**config.mk**
```make
export PLATFORM = sky130hd
export DESIGN_NAME = run_ctrl_flat
export DESIGN_NICKNAME = d
export VERILOG_FILES = /design/src/rtl/run_ctrl_pkg.sv /design/src/rtl/run_ctrl_if.sv /design/src/rtl/run_ctrl_sat_counter.sv /design/src/rtl/run_ctrl.sv /design/src/flat_wrapper.sv
export SDC_FILE = /design/constraint.sdc
export NUM_CORES = 1
export LEC_CHECK = 0
export CORE_MARGIN = 5
export CORE_UTILIZATION = 35
export DETAILED_ROUTE_END_ITERATION = 6
export SLEW_MARGIN = 20
export SYNTH_ARGS = -nofsm -noshare
export SYNTH_HDL_FRONTEND = slang
export SYNTH_SLANG_ARGS = --single-unit
export TNS_END_PERCENT = 30
```
**constraint.sdc**
```tcl
create_clock -name clk -period 3.4 [get_ports clk]
set_input_delay 0.51 -clock clk [delete_from_list [all_inputs] [get_ports clk]]
set_output_delay 0.51 -clock clk [all_outputs]
set_load 0.03 [all_outputs]
```
**src/rtl/run_ctrl_pkg.sv**
```systemverilog
// Shared definitions for the run controller: FSM state encodings and default timeouts.
// Imported by the RTL and by the bench so that both agree on encodings and limits.
package run_ctrl_pkg;

  typedef enum logic [2:0] {
    S_IDLE  = 3'd0,
    S_RESET = 3'd1,
    S_RUN   = 3'd2,
    S_DUMP  = 3'd3,
    S_DONE  = 3'd4
  } state_e;

  localparam int DEF_TYPE_W        = 4;
  localparam int DEF_CNT_W         = 32;
  localparam int DEF_SHORT_TIMEOUT = 512;
  localparam int DEF_LONG_TIMEOUT  = 2097152;
  localparam int DEF_LONG_TYPE_MIN = 7;

  function automatic int max_int(input int a, input int b);
    return (a > b) ? a : b;
  endfunction

endpackage

```
**src/rtl/run_ctrl_if.sv**
```systemverilog
// Harness-side bundle of the run controller: run request/test selector in, core control and status out.
// master = harness driving start/test_type/core status; slave = run_ctrl.
interface run_ctrl_if
  import run_ctrl_pkg::*;
#(
  parameter int TYPE_W = DEF_TYPE_W,
  parameter int CNT_W  = DEF_CNT_W
);
  logic              start;
  logic [TYPE_W-1:0] test_type;
  logic              core_halt;
  logic              core_retire;
  logic              core_rst;
  logic              debug;
  logic              running;
  logic              done;
  logic              timed_out;
  logic [CNT_W-1:0]  cycle_count;
  logic [CNT_W-1:0]  retire_count;

  modport master (
    output start, test_type, core_halt, core_retire,
    input  core_rst, debug, running, done, timed_out, cycle_count, retire_count
  );

  modport slave (
    input  start, test_type, core_halt, core_retire,
    output core_rst, debug, running, done, timed_out, cycle_count, retire_count
  );
endinterface

```
**src/rtl/run_ctrl_sat_counter.sv**
```systemverilog
// Saturating up-counter with synchronous clear; sticks at all-ones instead of wrapping.
// One-cycle latency from en_i/clr_i to q_o; no backpressure.
module sat_counter #(
  parameter int CNT_W = 32
) (
  input  logic             clk,
  input  logic             rst,
  input  logic             clr_i,
  input  logic             en_i,
  output logic [CNT_W-1:0] q_o
);

  logic [CNT_W-1:0] cnt_q;

  always_ff @(posedge clk or posedge rst) begin
    if (rst) begin
      cnt_q <= '0;
    end else if (clr_i) begin
      cnt_q <= '0;
    end else if (en_i && (cnt_q != '1)) begin
      cnt_q <= cnt_q + 1'b1;
    end
  end

  assign q_o = cnt_q;

endmodule

```
**src/rtl/run_ctrl.sv**
```systemverilog
// Run controller: holds the core in reset, runs it until halt or timeout, pulses debug, reports done.
// All outputs registered (state change visible one cycle after the deciding edge); no backpressure.
module run_ctrl
  import run_ctrl_pkg::*;
#(
  parameter int TYPE_W        = DEF_TYPE_W,
  parameter int CNT_W         = DEF_CNT_W,
  parameter int RST_CYCLES    = 1,
  parameter int DEBUG_CYCLES  = 1,
  parameter int SHORT_TIMEOUT = DEF_SHORT_TIMEOUT,
  parameter int LONG_TIMEOUT  = DEF_LONG_TIMEOUT,
  parameter int LONG_TYPE_MIN = DEF_LONG_TYPE_MIN,
  parameter bit AUTO_START    = 1'b1
) (
  input  logic      clk,
  input  logic      rst,
  run_ctrl_if.slave bus
);

  // The timeout runs off its own unsaturated counter so a narrow CNT_W cannot stall it.
  localparam int LIM_W = $clog2(max_int(SHORT_TIMEOUT, LONG_TIMEOUT)) + 1;
  localparam int PH_W  = $clog2(max_int(RST_CYCLES, DEBUG_CYCLES)) + 1;

  state_e           state_q;
  logic [PH_W-1:0]  ph_q;
  logic [LIM_W-1:0] run_cnt_q;
  logic [LIM_W-1:0] lim_last_q;
  logic [LIM_W-1:0] lim_last_d;
  logic             core_rst_q;
  logic             debug_q;
  logic             running_q;
  logic             done_q;
  logic             timed_out_q;

  logic go;
  logic run_last;
  logic run_exit;
  logic cyc_en;
  logic ret_en;

  always_comb begin
    lim_last_d = (bus.test_type >= TYPE_W'(LONG_TYPE_MIN)) ? LIM_W'(LONG_TIMEOUT - 1)
                                                           : LIM_W'(SHORT_TIMEOUT - 1);
    go         = ((state_q == S_IDLE) && (bus.start || AUTO_START)) ||
                 ((state_q == S_DONE) && bus.start);
    run_last   = (run_cnt_q == lim_last_q);
    run_exit   = (state_q == S_RUN) && (bus.core_halt || run_last);
    cyc_en     = (state_q == S_RUN) && !run_exit;
    ret_en     = (state_q == S_RUN) && bus.core_retire;
  end

  always_ff @(posedge clk or posedge rst) begin
    if (rst) begin
      state_q     <= S_IDLE;
      ph_q        <= '0;
      run_cnt_q   <= '0;
      lim_last_q  <= '0;
      core_rst_q  <= 1'b1;
      debug_q     <= 1'b0;
      running_q   <= 1'b0;
      done_q      <= 1'b0;
      timed_out_q <= 1'b0;
    end else begin
      case (state_q)
        S_IDLE, S_DONE: begin
          if (go) begin
            state_q     <= S_RESET;
            ph_q        <= '0;
            run_cnt_q   <= '0;
            lim_last_q  <= lim_last_d;
            timed_out_q <= 1'b0;
            done_q      <= 1'b0;
            core_rst_q  <= 1'b1;
          end
        end
        S_RESET: begin
          if (ph_q == PH_W'(RST_CYCLES - 1)) begin
            state_q    <= S_RUN;
            core_rst_q <= 1'b0;
            running_q  <= 1'b1;
          end else begin
            ph_q <= ph_q + 1'b1;
          end
        end
        S_RUN: begin
          if (run_exit) begin
            // Halt takes priority over a coincident timeout.
            state_q     <= S_DUMP;
            running_q   <= 1'b0;
            debug_q     <= 1'b1;
            timed_out_q <= !bus.core_halt;
            ph_q        <= '0;
          end else begin
            run_cnt_q <= run_cnt_q + 1'b1;
          end
        end
        S_DUMP: begin
          if (ph_q == PH_W'(DEBUG_CYCLES - 1)) begin
            state_q    <= S_DONE;
            debug_q    <= 1'b0;
            done_q     <= 1'b1;
            core_rst_q <= 1'b1;
          end else begin
            ph_q <= ph_q + 1'b1;
          end
        end
        default: begin
          state_q    <= S_IDLE;
          core_rst_q <= 1'b1;
          debug_q    <= 1'b0;
          running_q  <= 1'b0;
          done_q     <= 1'b0;
        end
      endcase
    end
  end

  sat_counter #(.CNT_W(CNT_W)) u_cycle_cnt (
    .clk   (clk),
    .rst   (rst),
    .clr_i (go),
    .en_i  (cyc_en),
    .q_o   (bus.cycle_count)
  );

  sat_counter #(.CNT_W(CNT_W)) u_retire_cnt (
    .clk   (clk),
    .rst   (rst),
    .clr_i (go),
    .en_i  (ret_en),
    .q_o   (bus.retire_count)
  );

  assign bus.core_rst  = core_rst_q;
  assign bus.debug     = debug_q;
  assign bus.running   = running_q;
  assign bus.done      = done_q;
  assign bus.timed_out = timed_out_q;

endmodule
```
**src/flat_wrapper.sv**
```systemverilog
// flat-port wrapper written by rule: the top's interface ports become plain ports
module run_ctrl_flat import run_ctrl_pkg::*;
#(
  parameter int TYPE_W        = DEF_TYPE_W,
  parameter int CNT_W         = DEF_CNT_W,
  parameter int RST_CYCLES    = 1,
  parameter int DEBUG_CYCLES  = 1,
  parameter int SHORT_TIMEOUT = DEF_SHORT_TIMEOUT,
  parameter int LONG_TIMEOUT  = DEF_LONG_TIMEOUT,
  parameter int LONG_TYPE_MIN = DEF_LONG_TYPE_MIN,
  parameter bit AUTO_START    = 1'b1
)
  (clk, rst, bus_start, bus_test_type, bus_core_halt, bus_core_retire, bus_core_rst, bus_debug, bus_running, bus_done, bus_timed_out, bus_cycle_count, bus_retire_count);
  run_ctrl_if #(.TYPE_W(TYPE_W), .CNT_W(CNT_W)) bus_i ();
  input  logic clk;
  input  logic rst;
  input wire logic [$bits(bus_i.start)-1:0] bus_start;
  input wire logic [$bits(bus_i.test_type)-1:0] bus_test_type;
  input wire logic [$bits(bus_i.core_halt)-1:0] bus_core_halt;
  input wire logic [$bits(bus_i.core_retire)-1:0] bus_core_retire;
  output wire logic [$bits(bus_i.core_rst)-1:0] bus_core_rst;
  output wire logic [$bits(bus_i.debug)-1:0] bus_debug;
  output wire logic [$bits(bus_i.running)-1:0] bus_running;
  output wire logic [$bits(bus_i.done)-1:0] bus_done;
  output wire logic [$bits(bus_i.timed_out)-1:0] bus_timed_out;
  output wire logic [$bits(bus_i.cycle_count)-1:0] bus_cycle_count;
  output wire logic [$bits(bus_i.retire_count)-1:0] bus_retire_count;
  assign bus_i.start = bus_start;
  assign bus_i.test_type = bus_test_type;
  assign bus_i.core_halt = bus_core_halt;
  assign bus_i.core_retire = bus_core_retire;
  assign bus_core_rst = bus_i.core_rst;
  assign bus_debug = bus_i.debug;
  assign bus_running = bus_i.running;
  assign bus_done = bus_i.done;
  assign bus_timed_out = bus_i.timed_out;
  assign bus_cycle_count = bus_i.cycle_count;
  assign bus_retire_count = bus_i.retire_count;
  run_ctrl #(.TYPE_W(TYPE_W), .CNT_W(CNT_W), .RST_CYCLES(RST_CYCLES), .DEBUG_CYCLES(DEBUG_CYCLES), .SHORT_TIMEOUT(SHORT_TIMEOUT), .LONG_TIMEOUT(LONG_TIMEOUT), .LONG_TYPE_MIN(LONG_TYPE_MIN), .AUTO_START(AUTO_START)) u_core (.clk(clk), .rst(rst), .bus(bus_i));
endmodule
```
# Word level (Yosys, flattened, before mapping)
# Cells that the tools add are included.
[op_classes]
mux = 27
eq_ne = 12
n_bitwise = 4
n_reduce_logical = 29
n_lt_le_gt_ge = 1
n_addsub = 4
[ops]
columns = ["operator", "n"]
rows = [
  ["2-to-1 mux 32 bit", 4],
  ["adder 32 x 1 -> 32 bit, second input constant", 2],
  ["inequality test 32 bit, second input constant", 2],
  ["2-to-1 mux 22 bit", 2],
  ["case mux 22 bit (2 select lines)", 1],
  ["adder 22 x 1 -> 22 bit, second input constant", 1],
  ["== test 22 bit", 1],
  ["2-to-1 mux 21 bit", 1],
  ["AND reduction 3 bit", 6],
  ["2-to-1 mux 3 bit", 4],
  ["case mux 1 bit (3 select lines)", 4],
  ["case mux 3 bit (4 select lines)", 1],
  ["2-to-1 mux 1 bit", 8],
  ["AND reduction 4 bit", 2],
  ["== test 3 x 2 -> 1 bit, second input constant", 2],
  ["logical AND 1 bit", 6],
  ["inequality test 2 bit, second input constant", 3],
  ["nonzero test 2 bit", 3],
  ["OR reduction 2 bit", 3],
  ["OR reduction 3 bit", 2],
  ["greater-or-equal comparator 4 x 3 -> 1 bit, second input constant", 1],
  ["inequality test 2 x 1 -> 1 bit, second input constant", 2],
  ["inverter 1 bit", 4],
  ["case mux 1 bit (4 select lines)", 1],
  ["9 further kinds", 11],
]
[totals]
in_bits = 9
wordCells = 88
ff_bits = 117
out_inout_bits = 69

# Depth between registers and ports, before layout
[logic_depth]
depth_word = 8
mapped_depth = 9
depth_no_buf = 7

# Hierarchy
# From an unflattened synthesis, not the netlist that was laid out.
[hier_totals]
hier_cells = 594
hier_area_um2 = 5580.4
[modules_own_cells]
columns = ["module", "n_inst", "seq_area_each_um2", "cells_each", "area_each_um2"]
rows = [
  ["sat_counter", 2, 800.8, 186, 1740.4],
  ["run_ctrl", 1, 802.0, 222, 2099.5],
]

# Worst setup path after synthesis
# No wires, ideal clock.
[synth_path]
kind = "flip-flop to flip-flop"
from = "register u_core.u_cycle_cnt.cnt_q[0], in the netlist u_core.u_cycle_cnt.q_o[0]"
to = "register u_core.u_cycle_cnt.cnt_q[18], in the netlist u_core.u_cycle_cnt.q_o[18]"
n_path_buf = 1
synth_period_minus_slack_ps = 2415
path_stages_with_launch = 9
slack_ps = 985
required_time_ps = 3268
setup_ps = 132
t_arrival_ps = 2283
path_cell_list = "dfrtp_1 ha_1 nand3_1 nor4_1 nor4b_2 clkbuf_1 nor4_1 xnor2_1 nor2_1"
[synth_via]
elab_chain_cells = 3
elab_cells_between_ends = 6
classes_between = "add/sub: 1; eq/ne: 1; mux: 2; reduce/logical: 2"
[synth_lines]
columns = ["element", "line_no", "source"]
rows = [
  ["start: declaration", "run_ctrl_sat_counter.sv:13", "logic [CNT_W-1:0] cnt_q;"],
  ["start signal: assignment", "run_ctrl_sat_counter.sv:21", "cnt_q <= cnt_q + 1'b1;"],
  ["adder 32 x 1 -> 32 bit or inequality test 32 bit (tied branches)", "run_ctrl_sat_counter.sv:21, run_ctrl_sat_counter.sv:20", ""],
  ["2-to-1 mux 32 bit or logical AND 1 bit (tied branches)", "run_ctrl_sat_counter.sv:20", "end else if (en_i && (cnt_q != '1)) begin"],
  ["2-to-1 mux 32 bit or nonzero test 2 bit (tied branches)", "-", ""],
]
# Several ways; a longest one is shown, not always the timed one. The select of a mux whose other input is x is not followed.
# A chain may end at the register's enable or synchronous reset.

# Final worst setup path
[layout_path]
from = "register u_core.run_cnt_q[18]"
to = "register u_core.run_cnt_q[17]"
[layout_via]
elab_chain_cells = 5
[layout_lines]
columns = ["element", "line_no", "source"]
rows = [
  ["start: declaration", "run_ctrl.sv:26", "logic [LIM_W-1:0] run_cnt_q;"],
  ["start signal: assignment", "run_ctrl.sv:94", "run_cnt_q <= run_cnt_q + 1'b1;"],
  ["== test 22 bit", "run_ctrl.sv:46", "run_last = (run_cnt_q == lim_last_q);"],
  ["logical OR 1 bit", "run_ctrl.sv:47", "run_exit = (state_q == S_RUN) && (bus.core_halt || run_last);"],
  ["logical AND 1 bit", "run_ctrl.sv:47", ""],
  ["inequality test 2 bit (no source line)", "-", ""],
  ["AND reduction 3 bit (no source line)", "-", ""],
]
# Every way passes these cells.

==> impl_metrics.py <==
metrics = {
    "run_status": {
        "outcome": "completed",
    },
    "place": {
        "dp.final_hpwl_um": 9630,
        "port_buffers": 77,
        "post_dp_cell_area_mm2": 0.00623,
        "dp_cells": 825,
        "finalWeightedCongestion": 0.843,
    },
    "final_layout": {
        "final_common_cell": "sky130_fd_sc_hd__dfrtp_1",
        "final_layout_size_suffix_gt1_share_pct": 7.46,
        "insertedDiodeCount": 0,
        "final_cell_mix": "sky130_fd_sc_hd__dfrtp_1, sky130_fd_sc_hd__clkdlybuf4s50_1, sky130_fd_sc_hd__nor2_1",
        "synth_to_layout_area_growth_pct": 24.6,
        "stdcell_area_mm2": 0.00651,
        "final_nets": 664,
        "final_non_filler_cell_total": 841,
    },
    "logic_synthesis": {
        "synth_enable_flop_cells": 0,
        "post_synth_design_cell_area_mm2": 0.00522,
        "synth_largest_type_area_fraction_pct": 45.5,
        "synth_top_family_by_area": "simple AND/OR/NAND/NOR gates",
        "synth_largest_area_cell": "sky130_fd_sc_hd__dfrtp_1",
        "post_synthesis_compound_gate_area_fraction_pct": 11.7,
        "synth_warnings": 0,
        "gate_count_post_synth": 579,
        "synth.lib_cells_used.distinct": 54,
        "synth_simple_gate_area_share_pct": 30.6,
        "ys_ff_latch": 96,
        "yosys.area_share.xor_xnor_pct": 7.04,
        "synth_adder_area_share_pct": 0.719,
        "synth_area_per_cell_um2": 9.02,
        "synth_async_sr_flop_share_pct": 100,
        "synth.area.mux_share_pct": 1.15,
        "synthFlopType": "sky130_fd_sc_hd__dfrtp_1",
        "net_count_of_the_mapped_netlist": 591,
        "synth.yosys.seq_area_share_pct": 46.0,
        "synth_top_area_cells": "sky130_fd_sc_hd__dfrtp_1, sky130_fd_sc_hd__nor2_1, sky130_fd_sc_hd__nand2_1, sky130_fd_sc_hd__xor2_1, sky130_fd_sc_hd__nand4_1",
    },
    "setup_path": {
        "worst_ep_arrival_time_ns": 2.89,
        "timing.critical_path.fanout_max": 25,
        "type_of_element_capturing_the_critical_path": "register",
        "crit_chain": "or4_1 -> nor4_2 -> o2111a_2 -> nor2_1 -> nand3_1 -> o311ai_0",
        "critPathBufInv": 0,
        "crit_cells": 6,
        "cp_top_family": "simple AND/OR/NAND/NOR gates",
        "required_ns": 3.60,
        "slowest_delay_ns": 0.59,
        "critical-path-slowest-cell": "sky130_fd_sc_hd__o2111a_2",
        "rr_worst_depth": 6,
        "critPathKind": "reg2reg",
        "cp-start-kind": "register",
    },
    "grt": {
        "globalRouteOverflowTotal": 0,
        "first_global_vias": 4540,
        "antenna_violations_before_repair": 0,
        "grt_start_max_net_pins": 97,
        "groute.usage.overall_pct": 16.1,
        "grt_first_pass_wirelength_um": 23500,
    },
    "route": {
        "drtPass1Iterations": 5,
        "detailroute.via_count": 4624,
        "via_per_inst": 5.50,
        "drc": 0,
        "final_antenna_net_count": 0,
        "postRouteWirelength_um": 14000,
        "dr.first_iter.drc_count": 328,
        "route.detailed.wl_per_inst_um": 16.7,
    },
    "floorplanning": {
        "floorplan.io_pins": 78,
        "fp.dieArea_mm2": 0.0175,
        "initial_core_util_pct": 35.8,
        "core_area_mm2": 0.0146,
        "floorplan.die.height_um": 132,
        "die_width_um": 132,
        "floorplan.rows": 44,
    },
    "min_path": {
        "holdCritPathClass": "reg2reg",
        "holdPathStages": 2,
    },
    "timing": {
        "clock_skew_ns": 0.00813,
        "fmax_mhz": 372,
        "grt_setup_unrepaired": "no",
        "hold_viol_final": 0,
        "finalSetupViolCount": 0,
        "fin_crit_sh_pct": 79.1,
        "slew_headroom_pct": 40.9,
        "measured_slew_at_the_worst_slew_check_pin_ns": 0.879,
        "final.min_clock_period_ns": 2.69,
        "finalSetupTns_ns": 0,
        "count_of_final_max_slew_check_failures": 0,
    },
    "clock_tree": {
        "cts_repair_resize_count": 0,
        "number_of_post_cts_setup_repair_buffers": 0,
        "clock_path_buffers": 2,
        "cts-root-buf": "sky130_fd_sc_hd__clkbuf_16",
        "cts.clk_slew.worst_paths_ns": 0.07,
        "hold_buffers": 0,
        "cts-buffers-inserted": 9,
        "cts.sinks": 96,
        "clock_tree_from_tritoncts": "done",
        "cts.htree.levels": 3,
        "insertion_delay_of_the_later_clocked_pin_in_the_worst_skew_pair_ns": 0.35,
    },
    "flow_run": {
        "maxCapViolCount": 0,
    },
    "power": {
        "static-leakage-power_nw": 2.62,
        "vdd_ir_drop_max_mv": 0.265,
        "pwr_density_cell_mw_per_mm2": 505,
    },
}
-- worst paths after layout --
kind | start | to | slack, ns
worst min-delay path | u_core.bus.debug | u_core.bus.debug | 0.52
max in group asynchronous | rst | u_core.run_cnt_q[12] | 2.41
worst max-delay path | u_core.run_cnt_q[18] | u_core.run_cnt_q[17] | 0.71
min in group asynchronous | rst | u_core.bus.running | 0.60
worst min register to register | u_core.bus.debug | u_core.bus.debug | 0.52
worst max register to register | u_core.run_cnt_q[18] | u_core.run_cnt_q[17] | 0.71
-- worst min-delay path, stage by stage, from the launching register on --
cell	delay, ns
sky130_fd_sc_hd__dfrtp_1	0.35
sky130_fd_sc_hd__o21ai_0	0.08
sky130_fd_sc_hd__nand2_1	0.06
-- metal layers --
| layer | global-route usage, % | wire, um | vias up | share of wire (%) |
|---|---|---|---|---|
| met5 | 0 | 0 | - | 0 |
| met2 | 25.9 | 6670 | 119 | 48 |
| met3 | 5.19 | 818 | 13 | 5.8 |
| met1 | 21.1 | 6410 | 2233 | 46 |
| met4 | 3.49 | 124 | 0 | 0.88 |
| li1 | - | - | 2259 | - |
-- synth_stat cells (all sizes together), types with 4 or more instances --
cell type,instances
nand4,31
xnor2,20
nor3,19
or2,5
nor2,65
and2,8
o311ai,7
mux2i,6
o211ai,4
and3,16
nand3,36
inv,7
a21oi,19
o21ai,38
nand2,59
nor4,17
or3,11
buf,9
dfrtp,95
xor2,22
nand2b,8
and4,9
clkbuf,19
o31ai,5
or4,8
-- flip-flops by register name (all words and copies together) (netlist names) --
register,count
u_core.bus.running,1
u_core.state_q,3
u_core.bus.done,1
u_core.u_cycle_cnt.q_o,32
u_core.u_retire_cnt.q_o,32
u_core.bus.timed_out,1
u_core.bus.core_rst,1
u_core.lim_last_q,2
u_core.run_cnt_q,22
u_core.bus.debug,1
-- stage by stage --
step | worst slack, ns | hold WS, ns | utilization [%] | power (mW)
5_1_grt | 0.546 | 0.547 | 44.6 | 3.47
3_3_place_gp | 0.776 | 0.497 | 42.7 | 2.31
4_1_cts | 0.724 | 0.517 | 44.6 | 3.33
3_5_place_dp | 0.745 | 0.510 | 42.7 | 2.33
6_report | 0.710 | 0.524 | 44.6 | 3.29
2_1_floorplan | 0.386 | 0.474 | - | 1.96
-- area by class of cell --
cell class | instances | area, um2
Fill cell | 1417 | 8080
Multi-Input combinational cell | 448 | 2680
Sequential cell | 96 | 2400
Timing Repair Buffer | 90 | 881
Clock buffer | 12 | 256
Tap cell | 184 | 230
Inverter | 7 | 27.5
Clock inverter | 4 | 26.3
-- cell families (layout without fill, tap and decap cells) --
group	after synthesis	count (layout)
buffers and inverters	35	113
and+or+nand+nor	301	301
xor gates and xnor gates	42	42
AOI/OAI and AO/OA	96	96
adders and majority gates	3	3
muxes	6	6
DFF	96	96
-- power by group --
part	switching, mW	internal [mW]	total, mW
combinational	0.667	0.310	0.977
sequential	0.108	1.22	1.33
clock	0.447	0.537	0.983
total	1.22	2.06	3.29
No activity file was read; power rests on OpenSTA's default activity.
